==> config.mk <==
export PLATFORM = sky130hd
export DESIGN_NAME = alu_decode_stage
export DESIGN_NICKNAME = d
export VERILOG_FILES = /design/src/rtl/alu_decode_stage.sv
export SDC_FILE = /design/constraint.sdc
export NUM_CORES = 1
export LEC_CHECK = 0
export BUFFER_PORTS_ARGS = -buffer_cell sky130_fd_sc_hd__buf_2
export CAP_MARGIN = 5
export CORE_ASPECT_RATIO = 0.75
export CORE_UTILIZATION = 34
export DETAILED_ROUTE_END_ITERATION = 6
export HOLD_SLACK_MARGIN = 0.02
export SYNTH_ARGS = -nofsm -noshare
export SYNTH_HDL_FRONTEND = slang
export SYNTH_SLANG_ARGS = --single-unit
==> constraint.sdc <==
create_clock -name clk -period 5 [get_ports clk]
set_input_delay 1.5 -clock clk [delete_from_list [all_inputs] [get_ports clk]]
set_output_delay 1.5 -clock clk [all_outputs]
set_load 0.01 [all_outputs]
==> src/rtl/alu_decode_stage.sv <==
// RV32I decode stage: instruction+PC in, ALU op/operand selects/immediate/strobes out via a 2-entry skid buffer.
// Latency 1 cycle from accept to out_valid; 1 instr/cycle when out_ready is high.
// in_ready is registered and falls only when both entries hold data. `ALU_DEC_ILLEGAL_EN` raises `illegal` on bad encodings.
module alu_decode_stage #(
    parameter int WIDTH = 32,
    parameter int OPW   = 4
) (
    input  logic             clk,
    input  logic             rst,
    input  logic             in_valid,
    output logic             in_ready,
    input  logic [WIDTH-1:0] in_instr,
    input  logic [WIDTH-1:0] in_pc,
    output logic             out_valid,
    input  logic             out_ready,
    output logic [WIDTH-1:0] out_pc,
    output logic [OPW-1:0]   alu_op,
    output logic [1:0]       a_sel,
    output logic             b_sel,
    output logic [WIDTH-1:0] imm,
    output logic [4:0]       rd,
    output logic [4:0]       rs1,
    output logic [4:0]       rs2,
    output logic             reg_we,
    output logic             mem_re,
    output logic             mem_we,
    output logic             branch,
    output logic             jump,
    output logic             br_on_zero,
    output logic             illegal
);

    localparam logic [6:0] OPC_OP     = 7'b0110011;
    localparam logic [6:0] OPC_OP_IMM = 7'b0010011;
    localparam logic [6:0] OPC_LOAD   = 7'b0000011;
    localparam logic [6:0] OPC_STORE  = 7'b0100011;
    localparam logic [6:0] OPC_BRANCH = 7'b1100011;
    localparam logic [6:0] OPC_LUI    = 7'b0110111;
    localparam logic [6:0] OPC_AUIPC  = 7'b0010111;
    localparam logic [6:0] OPC_JAL    = 7'b1101111;
    localparam logic [6:0] OPC_JALR   = 7'b1100111;

    localparam logic [OPW-1:0] ALU_ADD  = OPW'(0);
    localparam logic [OPW-1:0] ALU_SUB  = OPW'(1);
    localparam logic [OPW-1:0] ALU_SLL  = OPW'(2);
    localparam logic [OPW-1:0] ALU_SLT  = OPW'(3);
    localparam logic [OPW-1:0] ALU_SLTU = OPW'(4);
    localparam logic [OPW-1:0] ALU_XOR  = OPW'(5);
    localparam logic [OPW-1:0] ALU_SRL  = OPW'(6);
    localparam logic [OPW-1:0] ALU_SRA  = OPW'(7);
    localparam logic [OPW-1:0] ALU_OR   = OPW'(8);
    localparam logic [OPW-1:0] ALU_AND  = OPW'(9);

    typedef struct packed {
        logic [WIDTH-1:0] pc;
        logic [OPW-1:0]   alu_op;
        logic [1:0]       a_sel;
        logic             b_sel;
        logic [WIDTH-1:0] imm;
        logic [4:0]       rd;
        logic [4:0]       rs1;
        logic [4:0]       rs2;
        logic             reg_we;
        logic             mem_re;
        logic             mem_we;
        logic             branch;
        logic             jump;
        logic             br_on_zero;
        logic             illegal;
    } dec_t;

    typedef enum logic [1:0] {S_EMPTY, S_ONE, S_TWO} state_t;

    function automatic logic [OPW-1:0] arith_op(input logic [2:0] f3, input logic alt);
        logic [OPW-1:0] op;
        case (f3)
            3'b000:  op = alt ? ALU_SUB : ALU_ADD;
            3'b001:  op = ALU_SLL;
            3'b010:  op = ALU_SLT;
            3'b011:  op = ALU_SLTU;
            3'b100:  op = ALU_XOR;
            3'b101:  op = alt ? ALU_SRA : ALU_SRL;
            3'b110:  op = ALU_OR;
            default: op = ALU_AND;
        endcase
        return op;
    endfunction

    function automatic logic [WIDTH-1:0] sext(input logic [31:0] v);
        return WIDTH'($signed(v));
    endfunction

    logic [31:0] ins;
    logic [2:0]  funct3;
    logic [6:0]  funct7;
    logic [31:0] imm_i, imm_s, imm_b, imm_u, imm_j;
    logic        bad;
    dec_t        dec;

    assign ins    = in_instr[31:0];
    assign funct3 = ins[14:12];
    assign funct7 = ins[31:25];
    assign imm_i  = {{20{ins[31]}}, ins[31:20]};
    assign imm_s  = {{20{ins[31]}}, ins[31:25], ins[11:7]};
    assign imm_b  = {{19{ins[31]}}, ins[31], ins[7], ins[30:25], ins[11:8], 1'b0};
    assign imm_u  = {ins[31:12], 12'b0};
    assign imm_j  = {{11{ins[31]}}, ins[31], ins[19:12], ins[20], ins[30:21], 1'b0};

    always_comb begin
        bad     = 1'b0;
        dec     = '0;
        dec.pc  = in_pc;
        dec.rd  = ins[11:7];
        dec.rs1 = ins[19:15];
        dec.rs2 = ins[24:20];
        dec.imm = sext(imm_i);
        case (ins[6:0])
            OPC_OP: begin
                dec.reg_we = 1'b1;
                dec.alu_op = arith_op(funct3, funct7[5]);
                case (funct7)
                    7'b0000000: bad = 1'b0;
                    7'b0100000: bad = !(funct3 == 3'b000 || funct3 == 3'b101);
                    default:    bad = 1'b1;
                endcase
            end
            OPC_OP_IMM: begin
                dec.reg_we = 1'b1;
                dec.b_sel  = 1'b1;
                dec.alu_op = arith_op(funct3, (funct3 == 3'b101) && funct7[5]);
                // Shift-immediates carry shamt, not a sign-extended constant.
                if (funct3 == 3'b001 || funct3 == 3'b101) begin
                    dec.imm = WIDTH'(ins[24:20]);
                    bad     = !(funct7 == 7'b0000000 || (funct3 == 3'b101 && funct7 == 7'b0100000));
                end
            end
            OPC_LOAD: begin
                dec.b_sel  = 1'b1;
                dec.mem_re = 1'b1;
                dec.reg_we = 1'b1;
                bad        = (funct3 == 3'b011) || (funct3[2:1] == 2'b11);
            end
            OPC_STORE: begin
                dec.b_sel  = 1'b1;
                dec.mem_we = 1'b1;
                dec.imm    = sext(imm_s);
                bad        = funct3[2] || (funct3[1:0] == 2'b11);
            end
            OPC_BRANCH: begin
                dec.branch = 1'b1;
                dec.imm    = sext(imm_b);
                case (funct3)
                    3'b000: begin dec.alu_op = ALU_SUB;  dec.br_on_zero = 1'b1; end
                    3'b001: dec.alu_op = ALU_SUB;
                    3'b100: dec.alu_op = ALU_SLT;
                    3'b101: begin dec.alu_op = ALU_SLT;  dec.br_on_zero = 1'b1; end
                    3'b110: dec.alu_op = ALU_SLTU;
                    3'b111: begin dec.alu_op = ALU_SLTU; dec.br_on_zero = 1'b1; end
                    default: bad = 1'b1;
                endcase
            end
            OPC_LUI, OPC_AUIPC: begin
                dec.a_sel  = (ins[6:0] == OPC_LUI) ? 2'b10 : 2'b01;
                dec.b_sel  = 1'b1;
                dec.reg_we = 1'b1;
                dec.imm    = sext(imm_u);
            end
            OPC_JAL: begin
                dec.a_sel  = 2'b01;
                dec.b_sel  = 1'b1;
                dec.jump   = 1'b1;
                dec.reg_we = 1'b1;
                dec.imm    = sext(imm_j);
            end
            OPC_JALR: begin
                dec.b_sel  = 1'b1;
                dec.jump   = 1'b1;
                dec.reg_we = 1'b1;
                bad        = (funct3 != 3'b000);
            end
            default: bad = 1'b1;
        endcase
        // Bad encodings collapse to a side-effect-free add so execute never acts on them.
        if (bad) begin
            dec.alu_op     = ALU_ADD;
            dec.a_sel      = 2'b00;
            dec.b_sel      = 1'b0;
            dec.imm        = sext(imm_i);
            dec.reg_we     = 1'b0;
            dec.mem_re     = 1'b0;
            dec.mem_we     = 1'b0;
            dec.branch     = 1'b0;
            dec.jump       = 1'b0;
            dec.br_on_zero = 1'b0;
`ifdef ALU_DEC_ILLEGAL_EN
            dec.illegal    = 1'b1;
`else
            dec.illegal    = 1'b0;
`endif
        end
    end

    state_t state_q, state_d;
    dec_t   head_q, head_d, tail_q, tail_d;
    logic   out_vld_q, out_vld_d, in_rdy_q, in_rdy_d;
    logic   acc, drn;

    // Handshakes are masked while rst is high so nothing transfers during reset.
    assign in_ready  = in_rdy_q & ~rst;
    assign out_valid = out_vld_q & ~rst;
    assign acc       = in_valid & in_ready;
    assign drn       = out_valid & out_ready;

    always_comb begin
        state_d = state_q;
        head_d  = head_q;
        tail_d  = tail_q;
        case (state_q)
            S_EMPTY: if (acc) begin state_d = S_ONE; head_d = dec; end
            S_ONE: begin
                if (acc && drn) begin
                    head_d = dec;
                end else if (acc) begin
                    state_d = S_TWO;
                    tail_d  = dec;
                end else if (drn) begin
                    state_d = S_EMPTY;
                end
            end
            S_TWO: if (drn) begin state_d = S_ONE; head_d = tail_q; end
            default: state_d = S_EMPTY;
        endcase
        out_vld_d = (state_d != S_EMPTY);
        in_rdy_d  = (state_d != S_TWO);
    end

    always_ff @(posedge clk) begin
        if (rst) begin
            state_q   <= S_EMPTY;
            head_q    <= '0;
            tail_q    <= '0;
            out_vld_q <= 1'b0;
            in_rdy_q  <= 1'b1;
        end else begin
            state_q   <= state_d;
            head_q    <= head_d;
            tail_q    <= tail_d;
            out_vld_q <= out_vld_d;
            in_rdy_q  <= in_rdy_d;
        end
    end

    assign out_pc     = head_q.pc;
    assign alu_op     = head_q.alu_op;
    assign a_sel      = head_q.a_sel;
    assign b_sel      = head_q.b_sel;
    assign imm        = head_q.imm;
    assign rd         = head_q.rd;
    assign rs1        = head_q.rs1;
    assign rs2        = head_q.rs2;
    assign reg_we     = head_q.reg_we;
    assign mem_re     = head_q.mem_re;
    assign mem_we     = head_q.mem_we;
    assign branch     = head_q.branch;
    assign jump       = head_q.jump;
    assign br_on_zero = head_q.br_on_zero;
    assign illegal    = head_q.illegal;

endmodule

==> results.ini <==
[worst_setup_path]
crit_arrival_ps=2200
crit_chain=buf_4 > nor2b_1 > buf_2
startpoint_type=primary input
crit_start=rst
reg2reg_depth=6
worstSetupEndpoint=out_valid
crit_required_ps=3500
worst-path-stages=3
critPathMaxFanout=41
rr_endpoint=imm[11]$_SDFFE_PP0P_
cpPeakStageDelay_ps=390
worst-r2r-setup-slack_ps=2420
path_buf_inv=2
crit_type=primary input to output pin
crit_family=buffers and inverters
slowest_stage=buf_4
endpoint_kind=output pin
rr_startpoint=state_q[0]$_SDFF_PP0_

[pwr]
powerDensity_mw_per_mm2=376.5
leakagePower_uw=0.003663
comb_power_share=0.153
pwr-share-clk=0.386
seqPwrFrac=0.461
ir_drop_uv=234.6
netSwitchingFraction=0.2834
switching_power_uw=1026
intPower_uw=2594

[final_layout]
drive_above_1_share=0.1877
final_area_mm2=0.009615
final_nets=1212
final_cells=1457
syn_to_final_growth_pct=19.28

[detailed_routing]
drcViolationCount=18
drtAntennaViolNets=0
viasPerCell=5.264
vias=7669
routed_wl_um=24000
dr.pass1.iters=7
avgRoutedWirePerCell_um=16.47
first_iter_violations=676

[min_path]
min_path_type=flip-flop to flip-flop

[yosys]
yosys_warnings=0
synthAdderAreaFrac=0
synth_top_flop_cell=dfxtp_1
syn_area_per_cell_um2=7.707
synth_edf_count=0
ys_seq_area_frac=0.4669
muxShareOfSynthArea=0
syn-cell-area_mm2=0.008061
synth_compound_area_frac=0.2328
syn_nets=1114
synth_xor_area_frac=0.001086
synth_top_family_by_area=simple AND/OR/NAND/NOR gates
ys_types=55
syn_inst=1046
async_reset_ff_frac=0
synth_seq_cells=188
synth-simple-area-share=0.2483

[flow_run]
maxCapViolations=0

[placement]
dp_cells=1425
dp_slack_ps=963.0
io_buffer_count=161
dp_hpwl_um=15570
placed_cell_area_mm2=0.009020
place_congestion=0.8983

[sta]
finClkSkew_ps=13.19
finalSetupViolations=0
max_freq_mhz=270.0
rsz0062_at_grt=no
hold_viol=0
min_period_over_period=0.7408
worst_slack_ps=1296
period_minus_slack_ps=3704
fin_tns_setup_ps=0
worstMarginPinSlew_ps=996.7
slew_headroom=0.3184
final_max_slew_viol_count=0

[cts]
clk_pin_slew_worst_paths_ps=70
cts_max_level=4
clk_path_buf_depth=2
cts_root_buf=clkbuf_16
clk_latency_ps=430
cts_buffers=17
clkSinkCount=188
cts_setup_buffers=0
ctsResizeCount=0
cts_tree=yes
hold_buffers=0

[die]
die_height_um=135.4
start_util=0.3486
row_count=48
ios=163
die_area_mm2=0.02434
fp.dieW_um=179.8
coreArea_mm2=0.02312

[global_routing]
overflow=0
grt_pass1_wl_um=38340
grt_max_degree=91
grt.total_usage=0.1980
first_global_vias=6950
antenna_found_initial=2

[run_status]
violations=design-rule violations
status=finished with violations

==> cell families after synthesis <==
kind of cell,count (synthesis)
XOR/XNOR,1
buffers and inverters,103
AO/OA/AOI/OAI,276
AND/OR/NAND/NOR,477
flip-flops,188
other,1
==> cells in the final DEF (no fill, tap or decap), drive strengths merged, types with 3 or more instances in the layout <==
cell / Yosys / routed
a211oi: 35 / 35
nor3: 18 / 18
dfxtp: 188 / 188
nor2: 122 / 122
bufinv: 0 / 3
a31oi: 7 / 7
nor2b: 5 / 5
nand2: 273 / 273
buf: 10 / 174
a21oi: 104 / 104
inv: 8 / 12
o21ai: 33 / 33
nand3: 21 / 21
a2111oi: 3 / 3
clkinv: 0 / 4
nand3b: 6 / 6
nand2b: 6 / 6
a311oi: 50 / 50
a221oi: 7 / 7
o21a: 3 / 3
clkbuf: 85 / 18
nor4: 3 / 3
and2: 5 / 5
a32o: 15 / 15
nand4: 7 / 7
==> worst min path at each step <==
stage	start	to	slack, ps	cells after the start
floorplan	tail_q[27]$_SDFFE_PP0P_	tail_q[27]$_SDFFE_PP0P_	430	2
global placement	imm[21]$_SDFFE_PP0P_	imm[21]$_SDFFE_PP0P_	430	2
detailed placement	imm[25]$_SDFFE_PP0P_	imm[25]$_SDFFE_PP0P_	440	2
CTS	tail_q[32]$_SDFFE_PP0P_	tail_q[32]$_SDFFE_PP0P_	450	2
global route	tail_q[73]$_SDFFE_PP0P_	tail_q[73]$_SDFFE_PP0P_	470	2
finish	a_sel[0]$_SDFFE_PP0P_	a_sel[0]$_SDFFE_PP0P_	450	2
==> state kept, by name (all words and copies together) (netlist names), 2 cells and up <==
signal and cells:
out_pc 32, rd 5, state_q 2, tail_q 92, rs1 5, imm 32
rs2 5, alu_op 4, a_sel 2
==> worst register-to-register path, stage by stage, from the launching register on <==
cell      delay, ps
dfxtp_1         410
a21boi_0        200
o31ai_4         400
nand2_1         690
or3_1           550
o21ai_0          90
a211oi_1         70
==> through the flow <==
stage	power [uW]	hold WS, ps	util
after floorplan	2032	432.0	-
after global placement	2255	430.8	0.3901
after detailed placement	2261	442.9	0.3901
after CTS	3656	452.3	0.4157
after global routing	3784	468.3	0.4157
final	3620	453.8	0.4159
==> cell type report <==
cell class                      count  area [um2]
Fill cell                        2402       13510
Clock buffer                       18       429.2
Antenna cell                        1       2.502
Sequential cell                   188        3764
Clock inverter                     13       163.9
Tap cell                          300       375.4
Timing Repair Buffer              174       918.4
Multi-Input combinational cell    755        3933
Inverter                            8       30.03
==> power groups by stage <==
stage	Sequential [uW]	Clock (uW)	Combinational [uW]
2_1_floorplan	1730	0	302
3_3_place_gp	1700	0	554
3_5_place_dp	1700	0	557
4_1_cts	1670	1430	558
5_1_grt	1680	1480	617
6_report	1670	1400	554
==> per-layer routing <==
layer / GRT usage / vias up / wire (um)
li1: - / 3845 / -
met1: 0.2893 / 3585 / 11920
met2: 0.2938 / 217 / 10330
met3: 0.04140 / 20 / 1428
met4: 0.05029 / 2 / 299
met5: 0 / - / 11
==> cells in the mapped netlist (2+ instances only) <==
cell,n,area (um2)
nand2_1,273,1025
dfxtp_1,188,3764
nor2_1,122,457.9
a21oi_1,104,520.5
clkbuf_1,85,319.1
a311oi_1,50,437.9
a211oi_1,34,255.2
o21ai_0,33,165.2
nand3_1,20,100.1
nor3_1,16,80.08
a32o_1,15,150.1
inv_1,8,30.03
a221oi_1,7,61.31
a31oi_1,7,43.79
nand4_1,7,43.79
buf_1,6,22.52
nand2b_1,6,37.54
nand3b_1,6,45.04
nor2b_1,5,31.28
and2_1,3,18.77
nor4_1,3,18.77
o21a_1,3,22.52
a2111oi_0,2,17.52
a21boi_0,2,15.01
a21o_1,2,15.01
a32oi_1,2,17.52
and2_0,2,12.51
and3_1,2,12.51
buf_6,2,22.52
nor3_4,2,32.53
nor3b_1,2,15.01
o2111ai_1,2,17.52
o21bai_1,2,15.01
or3_1,2,12.51
Note: power is estimated with default switching activity, not from simulation.
